`src/rtl/rvv_backend_rs_credit_ctrl.sv`:
```
// Credit controller for a vector reservation station.
// Tracks free RS entries and gives dispatch a per-lane ready. Dispatch lanes
// fill contiguously from lane 0, so lane i is ready iff more than i credits
// are free. A trap flush parks the controller in FLUSH for FLUSH_LAT cycles,
// restores full credit and pulses flush_done on the way out.
//
// Optional feature: define RVV_RS_CREDIT_CHECK_EN to build the sticky
// protocol checker behind credit_err. It flags pushes without ready,
// non-contiguous push patterns and credit overflow. With the macro undefined,
// credit_err is tied low and no checking logic is built.

`ifndef NUM_DP_UOP
`define NUM_DP_UOP 2
`endif

module rvv_backend_rs_credit_ctrl #(
    parameter int unsigned RS_DEPTH  = 8,
    parameter int unsigned NUM_DP    = `NUM_DP_UOP,
    parameter int unsigned NUM_POP   = 2,
    parameter int unsigned FLUSH_LAT = 2,
    localparam int unsigned CW = $clog2(RS_DEPTH + 1),
    localparam int unsigned FW = $clog2(FLUSH_LAT + 1)
) (
    input  logic              clk,
    input  logic              rst,
    input  logic [NUM_DP-1:0] rs_valid_dp2rs,
    output logic [NUM_DP-1:0] rs_ready_rs2dp,
    input  logic [NUM_POP-1:0] pop_valid_rs2ex,
    input  logic              trap_flush_rvv,
    output logic              flush_done,
    output logic [CW-1:0]     credit_cnt,
    output logic              credit_err
);

    // One spare bit so the credit arithmetic can see overflow past RS_DEPTH.
    localparam int unsigned NW = CW + 1;

    typedef enum logic {StRun, StFlush} state_e;

    state_e          state_q, state_d;
    logic [FW-1:0]   flush_cnt_q, flush_cnt_d;
    logic [CW-1:0]   credit_d;

    logic [NUM_DP-1:0] push_ok;
    logic [NW-1:0]     push_num;
    logic [NW-1:0]     pop_num;
    logic [NW-1:0]     credit_sum;
    logic              credit_sat;

    // Lane i may accept a push only when more than i credits are free.
    always_comb begin
        rs_ready_rs2dp = '0;
        for (int i = 0; i < NUM_DP; i++) begin
            rs_ready_rs2dp[i] = (state_q == StRun) && ({1'b0, credit_cnt} > NW'(i));
        end
    end

    // Count accepted pushes and departing entries, then form the next credit.
    always_comb begin
        push_ok  = rs_valid_dp2rs & rs_ready_rs2dp;
        push_num = '0;
        pop_num  = '0;
        for (int i = 0; i < NUM_DP; i++) begin
            push_num = push_num + NW'(push_ok[i]);
        end
        for (int i = 0; i < NUM_POP; i++) begin
            pop_num = pop_num + NW'(pop_valid_rs2ex[i]);
        end
        credit_sum = {1'b0, credit_cnt} - push_num + pop_num;
        credit_sat = credit_sum > NW'(RS_DEPTH);
    end

    // Next-state logic: RUN tracks credit, FLUSH holds full credit and counts down.
    always_comb begin
        state_d     = state_q;
        flush_cnt_d = flush_cnt_q;
        credit_d    = credit_cnt;
        flush_done  = 1'b0;
        unique case (state_q)
            StRun: begin
                if (trap_flush_rvv) begin
                    // Same-cycle pushes and pops are dropped with the flushed work.
                    state_d     = StFlush;
                    flush_cnt_d = FW'(FLUSH_LAT - 1);
                    credit_d    = CW'(RS_DEPTH);
                end else if (credit_sat) begin
                    credit_d = CW'(RS_DEPTH);
                end else begin
                    credit_d = credit_sum[CW-1:0];
                end
            end
            StFlush: begin
                credit_d = CW'(RS_DEPTH);
                if (trap_flush_rvv) begin
                    flush_cnt_d = FW'(FLUSH_LAT - 1);
                end else if (flush_cnt_q == '0) begin
                    state_d    = StRun;
                    flush_done = 1'b1;
                end else begin
                    flush_cnt_d = flush_cnt_q - FW'(1);
                end
            end
            default: begin
                state_d = StRun;
            end
        endcase
    end

    // State, flush counter and credit registers.
    always_ff @(posedge clk or posedge rst) begin
        if (rst) begin
            state_q     <= StRun;
            flush_cnt_q <= '0;
            credit_cnt  <= CW'(RS_DEPTH);
        end else begin
            state_q     <= state_d;
            flush_cnt_q <= flush_cnt_d;
            credit_cnt  <= credit_d;
        end
    end

`ifdef RVV_RS_CREDIT_CHECK_EN
    logic err_event;
    logic noncontig;

    // Protocol violations observed during normal RUN operation.
    always_comb begin
        noncontig = 1'b0;
        for (int i = 1; i < NUM_DP; i++) begin
            if (rs_valid_dp2rs[i] && !rs_valid_dp2rs[i-1]) begin
                noncontig = 1'b1;
            end
        end
        err_event = (state_q == StRun) && !trap_flush_rvv &&
                    ((|(rs_valid_dp2rs & ~rs_ready_rs2dp)) || noncontig || credit_sat);
    end

    // Sticky error flag, cleared only by reset.
    always_ff @(posedge clk or posedge rst) begin
        if (rst) begin
            credit_err <= 1'b0;
        end else if (err_event) begin
            credit_err <= 1'b1;
        end
    end
`else
    assign credit_err = 1'b0;
`endif

    // Credit never exceeds the RS size; flush_done only ever fires from FLUSH.
    assert property (@(posedge clk) disable iff (rst) credit_cnt <= CW'(RS_DEPTH));
    assert property (@(posedge clk) disable iff (rst) flush_done |-> (state_q == StFlush));

endmodule
```
`config.mk`:
```
export PLATFORM = sky130hd
export DESIGN_NAME = rvv_backend_rs_credit_ctrl
export DESIGN_NICKNAME = d
export VERILOG_FILES = /design/src/rtl/rvv_backend_rs_credit_ctrl.sv
export SDC_FILE = /design/constraint.sdc
export NUM_CORES = 1
export LEC_CHECK = 0
export CAP_MARGIN = 20
export CORE_AREA = 2 2 39 41
export DETAILED_ROUTE_END_ITERATION = 10
export DIE_AREA = 0 0 41 43
export GPL_TIMING_DRIVEN = 0
export PLACE_DENSITY_LB_ADDON = 0.25
export SLEW_MARGIN = 10
export SYNTH_ARGS = -nofsm -noshare
export SYNTH_HDL_FRONTEND = slang
export SYNTH_SLANG_ARGS = --single-unit
```
`constraint.sdc`:
```
create_clock -name clk -period 4.5 [get_ports clk]
set_clock_uncertainty 0.2 [all_clocks]
set_input_delay 1.35 -clock clk [delete_from_list [all_inputs] [get_ports clk]]
set_output_delay 1.35 -clock clk [all_outputs]
set_load 0.01 [all_outputs]
```
After elaboration in Yosys (flattened, before gate mapping)
Index checks and enable logic that the tools add are counted.
Storage, ports and cells
  register bits: 7
Cells by class
  reductions and logical operators: 4
  muxes and demuxes: 14
  order comparisons: 3
  eq/ne operators: 2
  bitwise logic cells: 2
  add/sub/neg operators: 5
Operator list (number)
  > comparator 4 x 1 -> 1 bit (second input constant): 2
  2-to-1 mux 4 bit: 2
  case mux 4 bit (2 select lines): 1
  2-to-1 mux 1 bit: 6
  2-to-1 mux 2 bit: 3
  adder 5 x 2 -> 5 bit: 1
  > comparator 5 x 4 -> 1 bit (second input constant): 1
  subtractor 4 x 2 -> 5 bit: 1
  adder 1 x 1 -> 2 bit: 2
  case mux 2 bit (2 select lines): 1
  != test 3 bit (second input constant): 1
  bitwise AND 2 bit: 1
  logical AND 1 bit: 2
  zero test 2 bit: 1
  != test 2 bit (second input constant): 1
  case mux 1 bit (2 select lines): 1
  AND reduction 2 bit: 1
  subtractor 2 x 1 -> 2 bit (second input constant): 1
  NOT 1 bit: 1

Depth between registers and ports, before layout
Gate-level depths: netlist of run 1.
  depth after elaboration: 10
  mapped depth: 13

Least setup slack after synthesis of run 1
No wires, ideal clock.
  path type: input to register
  start point: in rs_valid_dp2rs[1]
  end point: reg credit_cnt[1]
  slack: 809 ps
  library setup time: 120 ps
  stages on the path: 10
  path buffers: 0
  required time: 4180 ps
  arrival: 3371 ps
  cells stage by stage: and2_1 -> fa_1 -> fa_1 -> inv_1 -> ha_1 -> inv_1 -> fa_1 -> xnor2_1 -> and2_1 -> and4_1
On the way
  cells in the longest elaborated chain, start to end: 8
Ends and longest elaborated chain
  start: declaration: line 26  | input logic [NUM_DP-1:0] rs_valid_dp2rs,
  bitwise AND 2 bit *: line 60  | push_ok = rs_valid_dp2rs & rs_ready_rs2dp;
  adder 1 x 1 -> 2 bit *: line 64  | push_num = push_num + NW'(push_ok[i]);
  subtractor 4 x 2 -> 5 bit *: line 69  | credit_sum = {1'b0, credit_cnt} - push_num + pop_num;
  adder 5 x 2 -> 5 bit *: line 69
  > comparator 5 x 4 -> 1 bit: line 70  | credit_sat = credit_sum > NW'(RS_DEPTH);
  2-to-1 mux 4 bit *: line 86  | end else if (credit_sat) begin
  2-to-1 mux 4 bit *: line 81  | if (trap_flush_rvv) begin
  case mux 4 bit (2 select lines) *: line 79  | unique case (state_q)
  net credit_d[1]: line 42  | logic [CW-1:0] credit_d;
  end signal: assignment: line 114  | credit_cnt <= CW'(RS_DEPTH);
  end signal: assignment: line 118  | credit_cnt <= credit_d;
  end: declaration: line 31  | output logic [CW-1:0] credit_cnt,
The timed path passes the listed nets; every way through them passes the cells marked *.
A chain may end at the register's enable or synchronous reset.

Worst setup path after layout of run 1
  start point: in trap_flush_rvv
  end point: out flush_done
On the way
  cells in the longest elaborated chain, start to end: 2
Ends and longest elaborated chain
  start: declaration: line 29  | input logic trap_flush_rvv,
  2-to-1 mux 1 bit: line 94  | if (trap_flush_rvv) begin
  2-to-1 mux 1 bit: line 79
  end: declaration: line 30  | output logic flush_done,
Every way passes these cells.

==> results of run 1 <==
## worst max-delay path, stage by stage
cell and delay (ns):
clkdlybuf4s50_1 0.48, nor2_1 0.13, clkdlybuf4s50_1 0.53
## cells by family after synthesis
family          count (synthesis)
xor+xnor                        2
buf+inv                        14
simple gates                   19
fa+ha+maj                       9
other cells                     1
flops                           7
compound gates                  5
## power by group through the flow
stage	Sequential [uW]	Combinational (uW)	Clock [uW]
floorplan	81.9	70.3	0
global placement	83.2	105	0
detailed placement	83.7	106	0
CTS	82.8	108	55.6
global route	84.2	122	64.9
finish	82.6	106	55.3
## synth_stat cells
| master | instances | share of area (%) |
|---|---|---|
| ha_1 | 6 | 14 |
| and3b_4 | 1 | 2.3 |
| or2_2 | 1 | 1.1 |
| nor2_1 | 3 | 2.1 |
| or4_4 | 1 | 2.1 |
| fa_1 | 3 | 11 |
| and4_1 | 1 | 1.6 |
| buf_4 | 1 | 1.4 |
| nor2b_1 | 1 | 1.1 |
| o31a_2 | 1 | 1.8 |
| a211oi_1 | 1 | 1.4 |
| dfstp_2 | 1 | 4.8 |
| conb_1 | 1 | 0.68 |
| and2_1 | 3 | 3.4 |
| inv_1 | 13 | 8.9 |
| nand3_1 | 1 | 0.91 |
| nand2b_1 | 1 | 1.1 |
| nand2_1 | 2 | 1.4 |
| a21oi_1 | 1 | 0.91 |
| o31ai_1 | 1 | 1.4 |
| and2b_4 | 1 | 1.8 |
| dfrtp_1 | 6 | 27 |
| nor4_1 | 3 | 3.4 |
| xnor2_1 | 2 | 3.2 |
| a31oi_1 | 1 | 1.1 |
## flip-flops by register name, indices dropped and copies added (netlist names)
name,flops
credit_cnt,4
flush_cnt_q,2
state_q,1
## layer usage
layer	routed length (um)	part of all wire (%)	vias to the layer above	global-route usage (%)
li1	-	-	217	-
met1	407	45	187	19.0
met2	440	48	12	17.2
met3	45	5.0	2	3.14
met4	14	1.5	0	10.0
met5	0	0	-	0
## metrics by stage
step / utilization [%] / setup slack (ns)
floorplan: - / 0.809
global placement: 50.5 / 0.294
detailed placement: 50.5 / 0.278
CTS: 52.4 / 0.451
global route: 52.4 / 0.390
finish: 52.4 / 0.458
## layout make-up
class,instances,area [um2]
fill,128,659
buffer,1,7.51
sequential,7,176
clock buffer,4,26.3
inverter,13,48.8
timing repair buffer,13,130
multi-input combinational,36,315
tap,16,20.0
## final timing paths
kind | from | end | slack [ns] | depth (start not counted)
min in group asynchronous | rst | credit_cnt[1]$_DFF_PP0_ | 1.12 | 2
max in group asynchronous | rst | credit_cnt[3]$_DFF_PP1_ | 2.72 | 2
min reg2reg | flush_cnt_q[0]$_DFFE_PP0P_ | flush_cnt_q[0]$_DFFE_PP0P_ | 0.34 | 2
max reg2reg | credit_cnt[3]$_DFF_PP1_ | credit_cnt[1]$_DFF_PP0_ | 1.03 | 13
min | flush_cnt_q[0]$_DFFE_PP0P_ | flush_cnt_q[0]$_DFFE_PP0P_ | 0.34 | 2
max | trap_flush_rvv | flush_done | 0.46 | 3
==> flow_metrics.py, run 1 <==
metrics = {
    "clocking": {
        "cts_buffer_depth": 2,
        "cts_root_buf": "clkbuf_4",
        "cts_tree": "built",
        "cts_hold_buf": 0,
        "clock_sinks": 7,
        "cts_made_buffers": 3,
        "clkTransAtPathRegs_ns": 0.05,
        "cts_max_level": 1,
        "cts_setup_buffers": 0,
        "clk_latency_ns": 0.25,
        "cts_resized": 0,
    },
    "power": {
        "peakVddDrop_uv": 138,
        "p_sw_share_pct": 32.6,
        "power_uw": 244,
        "combPwrFrac_pct": 43.4,
        "p_clk_share_pct": 22.7,
        "leakagePower_uw": 0.000340,
        "seqPwrFrac_pct": 33.9,
        "p_int_uw": 164,
        "p_switching_uw": 79.5,
        "p_per_area_nw_per_um2": 336,
    },
    "place": {
        "place_congestion": 0.674,
        "hpwl_um": 768,
        "io_buffers": 13,
        "place_area_um2": 698,
        "placed_cells": 86,
    },
    "yosys": {
        "synth_area_um2": 548,
        "synth_cell_types": 25,
        "synthXorXnorAreaFrac_pct": 3.20,
        "avgSynthCellArea_um2": 9.61,
        "synthMuxAreaShare_pct": 0,
        "ys_seq_area_share_pct": 32.2,
        "synth_seq_cells": 7,
        "synth_top_family_by_area": "adder cells",
        "synth_compound_area_share_pct": 6.62,
        "yosys.area_share.simple_pct": 22.4,
        "synthCells": 57,
        "yosysWarnings": 0,
        "synth_adder_area_share_pct": 24.7,
        "syn_nets": 73,
    },
    "route": {
        "avgViaCountPerCell": 4.64,
        "drc_errors": 0,
        "ant_nets": 0,
        "drt_iter0_drc": 7,
        "vias": 418,
        "drtPass1Iterations": 4,
        "wl_per_cell_um": 10.1,
        "drt-total-wl_um": 908,
    },
    "finish": {
        "final_cell_area_um2": 724,
        "areaGrowthSynthToFinish_pct": 32.2,
        "nNetsFinal": 91,
        "final_cells": 90,
        "drive_gt1_share_pct": 13.5,
        "antenna_cells": 0,
        "final_cell_mix": "13 x inv_1, 13 x clkdlybuf4s50_1, 6 x ha_1, 6 x dfrtp_1",
    },
    "floorplan": {
        "start_util_pct": 39.6,
        "coreArea_um2": 1380,
        "num_rows": 14,
        "die_area_um2": 1760,
        "die_x_um": 41,
        "pin_count": 15,
        "fp.dieH_um": 43,
    },
    "worst_setup_path": {
        "cp_max_fo": 5,
        "criticalPathCategory": "in2out",
        "cp_data_arrival_time_ns": 2.49,
        "cp-start-kind": "input port",
        "cp-end-kind": "output port",
        "crit_required_ns": 2.95,
    },
    "timing": {
        "setup_viol": 0,
        "period_needed_ns": 4.04,
        "whs_ns": 0.337,
        "fmax_ghz": 0.247,
        "fin_crit_sh_pct": 89.8,
        "grt_setup_unrepaired": "no",
        "tns_ns": 0,
        "hold_violations": 0,
        "slew_viol_final": 0,
    },
    "worst_hold_path": {
        "min_path_type": "reg2reg",
    },
    "run_status": {
        "run_status": "complete, no violations",
    },
    "grt": {
        "grt-ovfl-total": 0,
        "grt_max_degree": 8,
        "grt_pass1_vias": 381,
        "groute.usage.overall_pct": 13.5,
        "grt_pass1_wl_mm": 1.55,
        "antenna_found_initial": 0,
    },
    "flow_run": {
        "drv_cap": 0,
    },
}
Power figures use the tool's default switching activity.
==> inputs of run 2 (changes only) <==
CTS_BUF_LIST = sky130_fd_sc_hd__clkbuf_4   (was unset)
SKIP_LAST_GASP = 1   (was unset)
==> run 2 against run 1 <==
Cell count unchanged. Non-clock buffer count unchanged. Hold slack about the same. Wire length increased by 0.33%. Power increased by 2.6%. Via count increased by 0.48%. Combinational power about the same. Die area unchanged. Core utilization increased by 0.27 points. Clock power increased by 11%. Largest cell class unchanged.
==> flow_metrics.py, run 2 (synthesis gave the netlist of run 1 again) <==
metrics = {
    "finish": {
        "final_cell_mix": "13 x inv_1, 13 x clkdlybuf4s50_1, 6 x ha_1, 6 x dfrtp_1, 4 x clkbuf_4",
        "drive_gt1_share_pct": 14.9,
        "antenna_cells": 0,
        "top_regs": "credit_cnt: 4 flops, flush_cnt_q: 2 flops, state_q: 1 flops",
        "largest_register": "credit_cnt",
        "areaGrowthSynthToFinish_pct": 32.9,
        "nNetsFinal": 91,
        "largest_reg_flops": 4,
        "postLayoutCoreUtil_pct": 52.6,
    },
    "worst_setup_path": {
        "cp_max_fo": 5,
        "worst_path_max_delay_cell": "clkdlybuf4s50_1",
        "r2r-start": "credit_cnt[3]$_DFF_PP1_",
        "cp-start-kind": "input port",
        "cp_data_arrival_time_ns": 2.49,
        "cpPeakStageDelay_ns": 0.53,
        "crit_top_cell": "clkdlybuf4s50_1",
        "rrSetupSlack_ns": 1.03,
        "cp_top_family": "buffers and inverters",
        "path_buf_inv": 2,
        "rr_endpoint": "credit_cnt[1]$_DFF_PP0_",
        "ff2ff_path_depth": 13,
        "cp_cell_sequence": "clkdlybuf4s50_1, nor2_1, clkdlybuf4s50_1",
        "cp.depth": 3,
        "criticalPathCategory": "in2out",
        "crit_required_ns": 2.95,
        "cp-end-kind": "output port",
    },
    "grt": {
        "grt_pass1_vias": 384,
        "grt_pass1_wl_mm": 1.55,
        "groute.usage.overall_pct": 13.5,
        "antenna_found_initial": 0,
        "grt_max_degree": 8,
        "grt-ovfl-total": 0,
    },
    "route": {
        "drt_iter0_drc": 8,
        "vias": 420,
        "drt-total-wl_um": 911,
        "drtPass1Iterations": 4,
        "ant_nets": 0,
        "wl_per_cell_um": 10.1,
        "avgViaCountPerCell": 4.67,
        "drc_errors": 0,
    },
    "power": {
        "leakagePower_uw": 0.000344,
        "p_per_area_nw_per_um2": 343,
        "peakVddDrop_uv": 139,
    },
    "clocking": {
        "clock_sinks": 7,
        "cts_tree": "built",
        "cts_max_level": 1,
        "cts_resized": 0,
        "clkTransAtPathRegs_ns": 0.05,
        "cts_made_buffers": 3,
        "cts_root_buf": "clkbuf_4",
        "cts_buffer_depth": 2,
        "cts_setup_buffers": 0,
        "clk_latency_ns": 0.25,
        "cts_hold_buf": 0,
    },
    "flow_run": {
        "drv_cap": 0,
    },
    "worst_hold_path": {
        "worstHoldStart": "flush_cnt_q[0]$_DFFE_PP0P_",
        "min_to": "flush_cnt_q[0]$_DFFE_PP0P_",
        "min_path_type": "reg2reg",
        "hold_depth": 2,
    },
    "timing": {
        "slew_viol_final": 0,
        "fin_crit_sh_pct": 89.8,
        "setup_viol": 0,
        "tns_ns": 0,
        "grt_setup_unrepaired": "no",
        "period_needed_ns": 4.04,
        "fmax_ghz": 0.247,
        "hold_violations": 0,
    },
    "floorplan": {
        "fp.dieH_um": 43,
        "coreArea_um2": 1380,
        "start_util_pct": 39.6,
        "die_x_um": 41,
        "die_area_um2": 1760,
        "pin_count": 15,
        "num_rows": 14,
    },
    "run_status": {
        "run_status": "complete, no violations",
    },
    "place": {
        "hpwl_um": 768,
        "io_buffers": 13,
        "place_congestion": 0.674,
    },
}
==> run 2: how the worst max path moves through the flow <==
stage | slack [ns] | to | startpoint
2_1_floorplan | 0.81 | credit_cnt[1]$_DFF_PP0_ | rs_valid_dp2rs[1]
3_3_place_gp | 0.29 | credit_cnt[1]$_DFF_PP0_ | rs_valid_dp2rs[1]
3_5_place_dp | 0.28 | credit_cnt[1]$_DFF_PP0_ | rs_valid_dp2rs[1]
4_1_cts | 0.45 | flush_done | trap_flush_rvv
5_1_grt | 0.39 | flush_done | trap_flush_rvv
6_report | 0.46 | flush_done | trap_flush_rvv
==> run 2: through the flow <==
stage                     hold WS, ns  total power, uW  instances  setup WS [ns]  area [um2]
after floorplan                 0.292              152         57          0.809         548
after global placement          0.313              188         86          0.294         698
after detailed placement        0.326              190         86          0.278         698
after CTS                       0.342              253         90          0.451         728
after global routing            0.360              277         90          0.390         728
final                           0.337              250         90          0.457         728
==> run 2: cell type report <==
type                       instances  area [um2]
clock buffer                       4        30.0
tap                               16        20.0
buffer                             1        7.51
sequential                         7         176
multi-input combinational         36         315
fill                             126         656
inverter                          13        48.8
timing repair buffer              13         130
==> run 2: report_power, final <==
group	total (uW)	internal, uW	switching (uW)
Sequential	82.6	74.1	8.48
Clock	61.6	39.8	21.8
Combinational	106	56.2	49.5
Total	250	170	79.8
==> run 2: routing by layer <==
metal	share of wire [%]	routed length, um	GRT usage (%)	up-vias
met4	1.5	14	10.0	0
met2	49	442	17.5	12
met3	4.9	45	3.14	2
met1	45	408	18.7	189
li1	-	-	-	217
met5	0	0	0	-
==> run 2: worst min-delay path, stage by stage (launching register included) <==
cell	delay, ns
dfrtp_1	0.36
xnor2_1	0.08
nand2b_1	0.06
==> inputs of run 3 (changes only) <==
CTS_CLUSTER_DIAMETER = 60   (was unset)
==> results of run 3 <==
No change in the layout: final DEF, timing and power equal those of run 2.
